===== config.mk =====
export PLATFORM = sky130hd
export DESIGN_NAME = dyn_adder_seq
export DESIGN_NICKNAME = d
export VERILOG_FILES = /design/src/rtl/dyn_adder_seq.sv
export SDC_FILE = /design/constraint.sdc
export NUM_CORES = 1
export LEC_CHECK = 0
export ABC_AREA = 0
export CAP_MARGIN = 20
export CORE_MARGIN = 2
export CORE_UTILIZATION = 54
export CTS_CLUSTER_SIZE = 25
export DETAILED_ROUTE_END_ITERATION = 8
export PLACE_DENSITY = 0.81
export SLEW_MARGIN = 20
export SYNTH_ARGS = -nofsm -noshare
export SYNTH_HDL_FRONTEND = slang
export SYNTH_SLANG_ARGS = --single-unit

===== constraint.sdc =====
create_clock -name adder_clk -period 7.3 [get_ports adder_clk]
set_clock_uncertainty 0.15 [all_clocks]
set_input_delay 1.46 -clock adder_clk [delete_from_list [all_inputs] [get_ports adder_clk]]
set_output_delay 1.46 -clock adder_clk [all_outputs]
set_load 0.005 [all_outputs]

===== src/rtl/dyn_adder_seq.sv =====
// Segmented sequential adder: carries ripple one segment per clock, and completion is predicted
// from the longest run of full-propagate segments so short carry chains finish early.
module dyn_adder_seq #(
  parameter int unsigned WIDTH    = 32,
  parameter int unsigned SEGMENTS = 4,
  parameter int unsigned LAT_W    = $clog2(SEGMENTS + 2)
) (
  input  logic             adder_clk,
  input  logic             adder_rst_n,
  input  logic             in_valid,
  output logic             in_ready,
  input  logic [WIDTH-1:0] a,
  input  logic [WIDTH-1:0] b,
  input  logic             cin,
  input  logic             fixed_mode,
  output logic             out_valid,
  input  logic             out_ready,
  output logic [WIDTH-1:0] sum,
  output logic             cout,
  output logic [LAT_W-1:0] latency
);

  localparam int unsigned SegW = WIDTH / SEGMENTS;

  if (WIDTH % SEGMENTS != 0) begin : g_bad_seg
    $error("WIDTH must be a multiple of SEGMENTS");
  end

  typedef enum logic [1:0] {StIdle, StBusy, StDone} state_e;

  state_e              state_q;
  logic [WIDTH-1:0]    a_q, b_q;
  logic                fixed_q;
  logic [SEGMENTS-1:0] c_q;
  logic [LAT_W-1:0]    cnt_q;
  logic                first_q;
  logic [WIDTH-1:0]    sum_q;
  logic                cout_q;
  logic [LAT_W-1:0]    lat_q;
  logic                in_ready_q, out_valid_q;

  logic [WIDTH-1:0]    sum_c;
  logic [SEGMENTS-1:0] co_c, init_co, p_c;
  logic [LAT_W-1:0]    lat_c, remain;

  always_comb begin
    logic [SegW:0] t;
    logic [SegW:0] u;
    int            run;
    int            best;
    sum_c   = '0;
    co_c    = '0;
    init_co = '0;
    p_c     = '0;
    t       = '0;
    u       = '0;
    run     = 0;
    best    = 0;
    for (int j = 0; j < int'(SEGMENTS); j++) begin
      t = {1'b0, a_q[j*SegW +: SegW]} + {1'b0, b_q[j*SegW +: SegW]}
          + {{SegW{1'b0}}, c_q[j]};
      sum_c[j*SegW +: SegW] = t[SegW-1:0];
      co_c[j]               = t[SegW];
      // Carries seeded at accept: correct for every segment not fed by a propagate run.
      u = {1'b0, a[j*SegW +: SegW]} + {1'b0, b[j*SegW +: SegW]}
          + {{SegW{1'b0}}, (j == 0) ? cin : 1'b0};
      init_co[j] = u[SegW];
      p_c[j]     = &(a_q[j*SegW +: SegW] ^ b_q[j*SegW +: SegW]);
      if (p_c[j]) run = run + 1;
      else        run = 0;
      if (run > best) best = run;
    end
    if (fixed_q) lat_c = LAT_W'(SEGMENTS + 1);
    else         lat_c = LAT_W'(best + 1);
  end

  // The down-counter is loaded with the predicted latency on the first busy cycle.
  assign remain = first_q ? lat_c : cnt_q;

  always_ff @(posedge adder_clk) begin
    if (!adder_rst_n) begin
      state_q     <= StIdle;
      a_q         <= '0;
      b_q         <= '0;
      fixed_q     <= 1'b0;
      c_q         <= '0;
      cnt_q       <= '0;
      first_q     <= 1'b0;
      sum_q       <= '0;
      cout_q      <= 1'b0;
      lat_q       <= '0;
      in_ready_q  <= 1'b1;
      out_valid_q <= 1'b0;
    end else begin
      unique case (state_q)
        StIdle: begin
          if (in_valid) begin
            a_q     <= a;
            b_q     <= b;
            fixed_q <= fixed_mode;
            c_q[0]  <= cin;
            for (int j = 1; j < int'(SEGMENTS); j++) c_q[j] <= init_co[j-1];
            first_q    <= 1'b1;
            in_ready_q <= 1'b0;
            state_q    <= StBusy;
          end
        end
        StBusy: begin
          for (int j = 1; j < int'(SEGMENTS); j++) c_q[j] <= co_c[j-1];
          first_q <= 1'b0;
          if (remain == LAT_W'(1)) begin
            sum_q       <= sum_c;
            cout_q      <= co_c[SEGMENTS-1];
            lat_q       <= lat_c;
            out_valid_q <= 1'b1;
            state_q     <= StDone;
          end else begin
            cnt_q <= remain - LAT_W'(1);
          end
        end
        StDone: begin
          if (out_ready) begin
            sum_q       <= '0;
            cout_q      <= 1'b0;
            lat_q       <= '0;
            out_valid_q <= 1'b0;
            in_ready_q  <= 1'b1;
            state_q     <= StIdle;
          end
        end
        default: state_q <= StIdle;
      endcase
    end
  end

  assign in_ready  = in_ready_q;
  assign out_valid = out_valid_q;
  assign sum       = sum_q;
  assign cout      = cout_q;
  assign latency   = lat_q;

endmodule


# Yosys cells after proc, flatten, opt, wreduce, memory -nomap -nowiden
# Index checks and enable logic that the tools add are counted.
[classes]
n_eq_ne = 6
shifts = 0
n_addsub = 17
div_mod_pow = 0
bitwise_logic = 5
n_mux = 32
n_reduce_logical = 14
magnitude_cmp = 4
multipliers = 0
[ops]
columns = ["op", "n"]
rows = [
  ["$mux W32", 8],
  ["$add A32 B2 Y32 const B", 3],
  ["$gt A32 B32 Y1", 3],
  ["$pmux W32 S2", 1],
  ["$add A8 B8 Y9", 7],
  ["$add A9 B1 Y9", 5],
  ["$gt A32 B1 Y1 const B", 1],
  ["$reduce_and A8 Y1", 4],
  ["$xor A8 B8 Y8", 4],
  ["$mux W3", 5],
  ["$pmux W3 S2", 2],
  ["$reduce_and A3 Y1", 3],
  ["$pmux W1 S2", 4],
  ["$mux W1", 7],
  ["$mux W2", 3],
  ["$ne A2 B2 Y1 const B", 3],
  ["$pmux W2 S3", 1],
  ["$reduce_and A2 Y1", 3],
  ["$reduce_bool A2 Y1", 3],
  ["$mux W4", 1],
  ["$add A3 B2 Y3 const B", 1],
  ["$eq A3 B1 Y1 const B", 1],
  ["$sub A3 B1 Y3 const B", 1],
  ["$eq A2 B1 Y1 const B", 1],
  ["3 further kinds", 3],
]
[word_totals]
ff_bits = 113
n_memories = 0
latch_bits = 0
ram_bits = 0
output_inout_bits = 38
mem_bits_ro = 0
input_bits = 70

# Depth between registers and ports, before layout
[depth]
word_depth = 17
ltp_mapped = 28

# Least setup slack after synthesis
# Ideal clock, no wire load.
[synth_timing]
path_type = "register to register"
from = "register a_q[5]"
to = "register cnt_q[2]"
required_ns = 7.080
slack_ns = 1.743
n_path_buf = 0
arrival_time_ns = 5.337
setup_ns = 0.070
stages_incl_launch_ff = 25
cell_sequence = "dfxtp_1 > ha_1 > nand4_1 > nor2_1 > inv_1 > ha_1 > ha_1 > and3_1 > ha_1 > or4_4 > a21oi_1 > ha_1 > o21ai_0 > o22ai_1 > nand2b_1 > o21ai_0 > ha_1 > nor2b_1 > mux2i_1 > ha_1 > nand2b_1 > or4_1 > o21ai_1 > o311ai_1 > a21oi_1"
[synth_between]
elab_chain_cells = 17
elab_cells_between_ends = 24
classes_between = "5 x add/sub; 4 x order compare; 1 x eq/ne; 10 x mux; 2 x bitwise; 2 x reduce/logical"
[synth_rtl]
columns = ["element", "line_no", "text"]
rows = [
  ["from (decl)", "32", "logic [WIDTH-1:0] a_q, b_q;"],
  ["from (signal assigned)", "83", "a_q <= '0;"],
  ["from (signal assigned)", "98", "a_q <= a;"],
  ["$xor A8 B8 Y8 *", "68", "p_c[j] = &(a_q[j*SegW +: SegW] ^ b_q[j*SegW +: SegW]);"],
  ["$reduce_and A8 Y1 *", "68", ""],
  ["$mux W1 *", "69", "if (p_c[j]) run = run + 1;"],
  ["$add A32 B2 Y32 / $gt A32 B1 Y1 (equally long branches)", "69, 71", ""],
  ["$mux W32 (on tied branches)", "69, 71", ""],
  ["$add A32 B2 Y32 / $gt A32 B32 Y1 (equally long branches)", "69, 71", ""],
  ["$mux W32 (on tied branches)", "69, 71", ""],
  ["$add A32 B2 Y32 / $gt A32 B32 Y1 (equally long branches)", "69, 71", ""],
  ["$mux W32 (on tied branches)", "69, 71", ""],
  ["$gt A32 B32 Y1", "71", "if (run > best) best = run;"],
  ["$mux W3 *", "71", ""],
  ["$add A3 B2 Y3 *", "74", "else lat_c = LAT_W'(best + 1);"],
  ["$mux W3 *", "73", "if (fixed_q) lat_c = LAT_W'(SEGMENTS + 1);"],
  ["$mux W3 *", "78", "assign remain = first_q ? lat_c : cnt_q;"],
  ["parallel branches: the longest is 3 deep, another holds $sub A3 B1 Y3", "-", ""],
  ["to (signal assigned)", "118", "cnt_q <= remain - LAT_W'(1);"],
  ["to (decl)", "35", "logic [LAT_W-1:0] cnt_q;"],
]
# Mark *: on every way between the ends.
# A chain may end at the register's enable or synchronous reset.

# Worst setup path in the final report
[layout_timing]
from = "register a_q[6]"
to = "register lat_q[0], in the netlist latency[0]"
[layout_between]
elab_chain_cells = 17
elab_cells_between_ends = 25
classes_between = "4 x add/sub; 4 x order compare; 2 x eq/ne; 12 x mux; 1 x bitwise; 2 x reduce/logical"
[layout_rtl]
columns = ["element", "line_no", "text"]
rows = [
  ["$xor A8 B8 Y8 *", "68", ""],
  ["$reduce_and A8 Y1 *", "68", ""],
  ["$mux W1 *", "69", ""],
  ["$add A32 B2 Y32 / $gt A32 B1 Y1 (equally long branches)", "69, 71", ""],
  ["$mux W32 (on tied branches)", "69, 71", ""],
  ["$add A32 B2 Y32 / $gt A32 B32 Y1 (equally long branches)", "69, 71", ""],
  ["$mux W32 (on tied branches)", "69, 71", ""],
  ["$add A32 B2 Y32 / $gt A32 B32 Y1 (equally long branches)", "69, 71", ""],
  ["$mux W32 (on tied branches)", "69, 71", ""],
  ["$gt A32 B32 Y1", "71", ""],
  ["$mux W3 *", "71", ""],
  ["$add A3 B2 Y3 *", "74", ""],
  ["$mux W3 *", "73", ""],
  ["$mux W3", "78", ""],
  ["$eq A3 B1 Y1", "111", "if (remain == LAT_W'(1)) begin"],
  ["$ne A2 B2 Y1 (no line)", "-", ""],
  ["$reduce_and A3 Y1 (no line)", "-", ""],
  ["to (signal assigned)", "114", "lat_q <= lat_c;"],
  ["to (decl)", "39", "logic [LAT_W-1:0] lat_q;"],
]
# Mark *: on every way between the ends. The rest lies on a longest branch, timed or not. The select of a mux whose other input is x is not followed.

==> results.toml <==
[run_status]
status = "finished clean"

[global_route]
globalRouteTotalUtil = 0.2620
grt_pass1_wl_mm = 26.93
grt_pass1_vias = 5833
grt_max_degree = 72
gr-total-overflow = 0
antenna_found_initial = 0

[power_and_ir_drop]
seq_power_share = 0.378
power_density_mw_per_mm2 = 228.4
pwr-share-comb = 0.179
switching_share = 0.2744
ir_drop_v = 0.0001331
intPower_uw = 1329
p_sw_uw = 502.7
p_leak_uw = 0.003270
p_clk_frac = 0.443

[sta]
timing_max_transition_violations_final = 0
slew_headroom = 0.3614
tns_ps = 0
fin_crit_sh = 0.9119
max_freq_mhz = 150.2
rsz0062_at_grt = "false"
worst_pin_slew_ps = 957.9
period_needed_ps = 6657
hold_viol = 0
setup_viol = 0

[synth]
async_reset_ff_frac = 0
ys_warn_count = 0
synth_edf_count = 0
ys_types = 60
syn_area_mm2 = 0.006330
ys_ff_latch = 113
syn_inst = 759
avgSynthCellArea_um2 = 8.340
synth_seq_area_share = 0.3574
synth_top_flop_cell = "dfxtp_1"
synth_nets = 902

[clocking]
max-clock-path-buffers = 2
root_buffer = "clkbuf_16"
cts_setup_buffers = 0
htreeDepth = 4
numCtsBuffers = 17
cts_tree = "yes"
cts_resized = 0
cts_hold_buf = 0
clk_pin_slew_ps = 50
clk_latency_ps = 410
cts_num_sinks = 113

[worst_setup_path]
cp_common_cell = "ha_1"
endpoint_kind = "flop"
required_ps = 7450
startpoint_type = "flop"
cpPeakStageDelay_ps = 790
crit_chain = "ha_1 -> nand4_1 -> nor2_1 -> inv_1 -> ha_1 -> ha_1 -> and3_1 -> ha_1 -> a21oi_1 -> a22o_1 -> nand2_1 -> mux2i_1 -> ha_1 -> a211oi_1 -> o22ai_1 -> nand2b_1 -> o21ai_0 -> ha_1 -> o311a_1 -> o311ai_4 -> buf_4 -> a211oi_1 -> a31o_1"
cp_slowest_cell = "o311ai_4"
critPathKind = "reg2reg"
path_max_fanout = 40
arrival_ps = 6810

[cells_and_area]
drive_above_1_share = 0.05684
nFillCells = 863
area_growth_pct = 26.70
final_nets = 992
final_core_util = 0.7024
n_antenna_cell = 0

[detailed_routing]
vias = 5933
drt-initial-drc-count = 407
routed_wl_mm = 16.31
route.antenna.remaining_nets = 0
drtPass1Iterations = 5
drc = 0
avgViaCountPerCell = 5.903
wl_per_cell_um = 16.23

[worst_hold_path]
min_path_type = "reg2reg"

[placed_design]
dp_hpwl_mm = 11.42
gp_congestion = 0.9613
port_buffers = 107

[floorplanning]
fp.coreArea_mm2 = 0.01142
die_w_um = 112.3
die_area_mm2 = 0.01260
initial_core_util = 0.5544
pin_count = 108
die_y_um = 112.3
num_rows = 39

[run]
cap_viol_max_count = 0
[final timing paths]
path | from | to | slack, ps | cells after the start
max | a_q[6] | latency[0] | 640 | 23
min | in_ready | in_ready | 290 | 2
max reg2reg | a_q[6] | latency[0] | 640 | 23
min reg2reg | in_ready | in_ready | 290 | 2
[layer usage]
metal  vias to the layer above  track usage  part of all wire
met5                         -            0                 0
met3                        43      0.05400             0.062
met1                      2796       0.3108              0.41
met4                         0      0.09675             0.029
li1                       2860            -                 -
met2                       234       0.4679              0.50
[through the flow]
| step | hold slack [ps] | setup slack (ps) | power, uW | cell area (um^2) | cells |
|---|---|---|---|---|---|
| 2_1_floorplan | 284.1 | 1743 | 908.0 | 6330 | 759 |
| 3_3_place_gp | 288.0 | 1197 | 1007 | 7435 | 973 |
| 3_5_place_dp | 290.9 | 798.9 | 1023 | 7436 | 973 |
| 4_1_cts | 299.9 | 756.1 | 1832 | 8019 | 1005 |
| 5_1_grt | 311.9 | 130.9 | 1907 | 8020 | 1005 |
| 6_report | 293.5 | 643.2 | 1832 | 8020 | 1005 |
[registers in the layout, summed over array words and instances, names as in the netlist]
register and flops:
in_ready 1, latency 3, b_q 32, out_valid 1
cout 1, cnt_q 3, a_q 32, state_q 2
fixed_q 1, sum 32, first_q 1, c_q 4
[logic make-up (layout without fill, tap and decap cells)]
logic type                 after synthesis  count (layout)  synth area share
xor gates and xnor gates                25              25           0.03459
AOI/OAI and AO/OA                      215             215            0.2147
adders and majority gates               73              73            0.1538
and+or+nand+nor                        252             252            0.1793
buffers and inverters                   76             179           0.05238
muxes                                    5               5          0.007907
DFF                                    113             113            0.3574
[power groups by stage]
stage	Combinational [uW]	Sequential, uW	Clock, uW
2_1_floorplan	214	694	0
3_3_place_gp	305	701	0
3_5_place_dp	319	704	0
4_1_cts	326	692	814
5_1_grt	363	697	847
6_report	328	693	811
[cells in the mapped netlist (all sizes together), types with 2 or more instances]
cell | number | share of area
o21ai | 30 | 0.024
a2111oi | 2 | 0.0057
o41ai | 3 | 0.0042
nand2 | 157 | 0.093
nor4 | 2 | 0.0020
nand2b | 5 | 0.0049
dfxtp | 113 | 0.36
a21o | 17 | 0.020
o21bai | 7 | 0.0083
o31a | 2 | 0.0028
nor3 | 4 | 0.0032
and4 | 4 | 0.0055
o22ai | 2 | 0.0020
and3 | 2 | 0.0020
a31o | 3 | 0.0042
xnor2 | 14 | 0.019
o311a | 2 | 0.0032
o21a | 2 | 0.0024
a211oi | 4 | 0.0047
nand3 | 41 | 0.032
buf | 11 | 0.014
and2 | 4 | 0.0040
clkbuf | 31 | 0.018
o311ai | 2 | 0.0040
fa | 8 | 0.025
inv | 33 | 0.020
nor2b | 10 | 0.0099
a21oi | 102 | 0.081
nand4 | 7 | 0.0079
o31ai | 30 | 0.039
nor2 | 9 | 0.0053
or4 | 2 | 0.0030
ha | 65 | 0.13
xor2 | 11 | 0.015
mux2i | 5 | 0.0079
[area by class of cell]
class | instances | area (um^2) | area share
multi-input combinational | 570 | 3751 | 0.4677
sequential | 113 | 2262 | 0.2821
timing repair buffer | 113 | 1116 | 0.1392
clock buffer | 22 | 474.2 | 0.05913
tap | 143 | 178.9 | 0.02231
inverter | 34 | 128.9 | 0.01607
clock inverter | 10 | 108.9 | 0.01357
[critical path: cells and delay by family (launching register included)]
family                     cells  cell delay, ps
adders and majority gates      6            1790
and+or+nand+nor                5             840
AOI/OAI and AO/OA              9            2580
DFF                            1             320
muxes                          1             250
buffers and inverters          2             610
[placed cells by master (no fill, tap or decap), types with 7 or more instances in the layout]
cell type / n
dfxtp_1: 113
o21ai_1: 9
nand2_1: 156
o21bai_1: 7
ha_1: 65
fa_1: 8
clkdlybuf4s50_1: 107
xnor2_1: 14
nor2_1: 9
inv_1: 32
a21oi_1: 102
xor2_1: 11
nand3_1: 41
nor2b_1: 10
a21o_1: 17
clkbuf_16: 17
o21ai_0: 21
o31ai_1: 28
No activity file was read; power rests on OpenSTA's default activity.
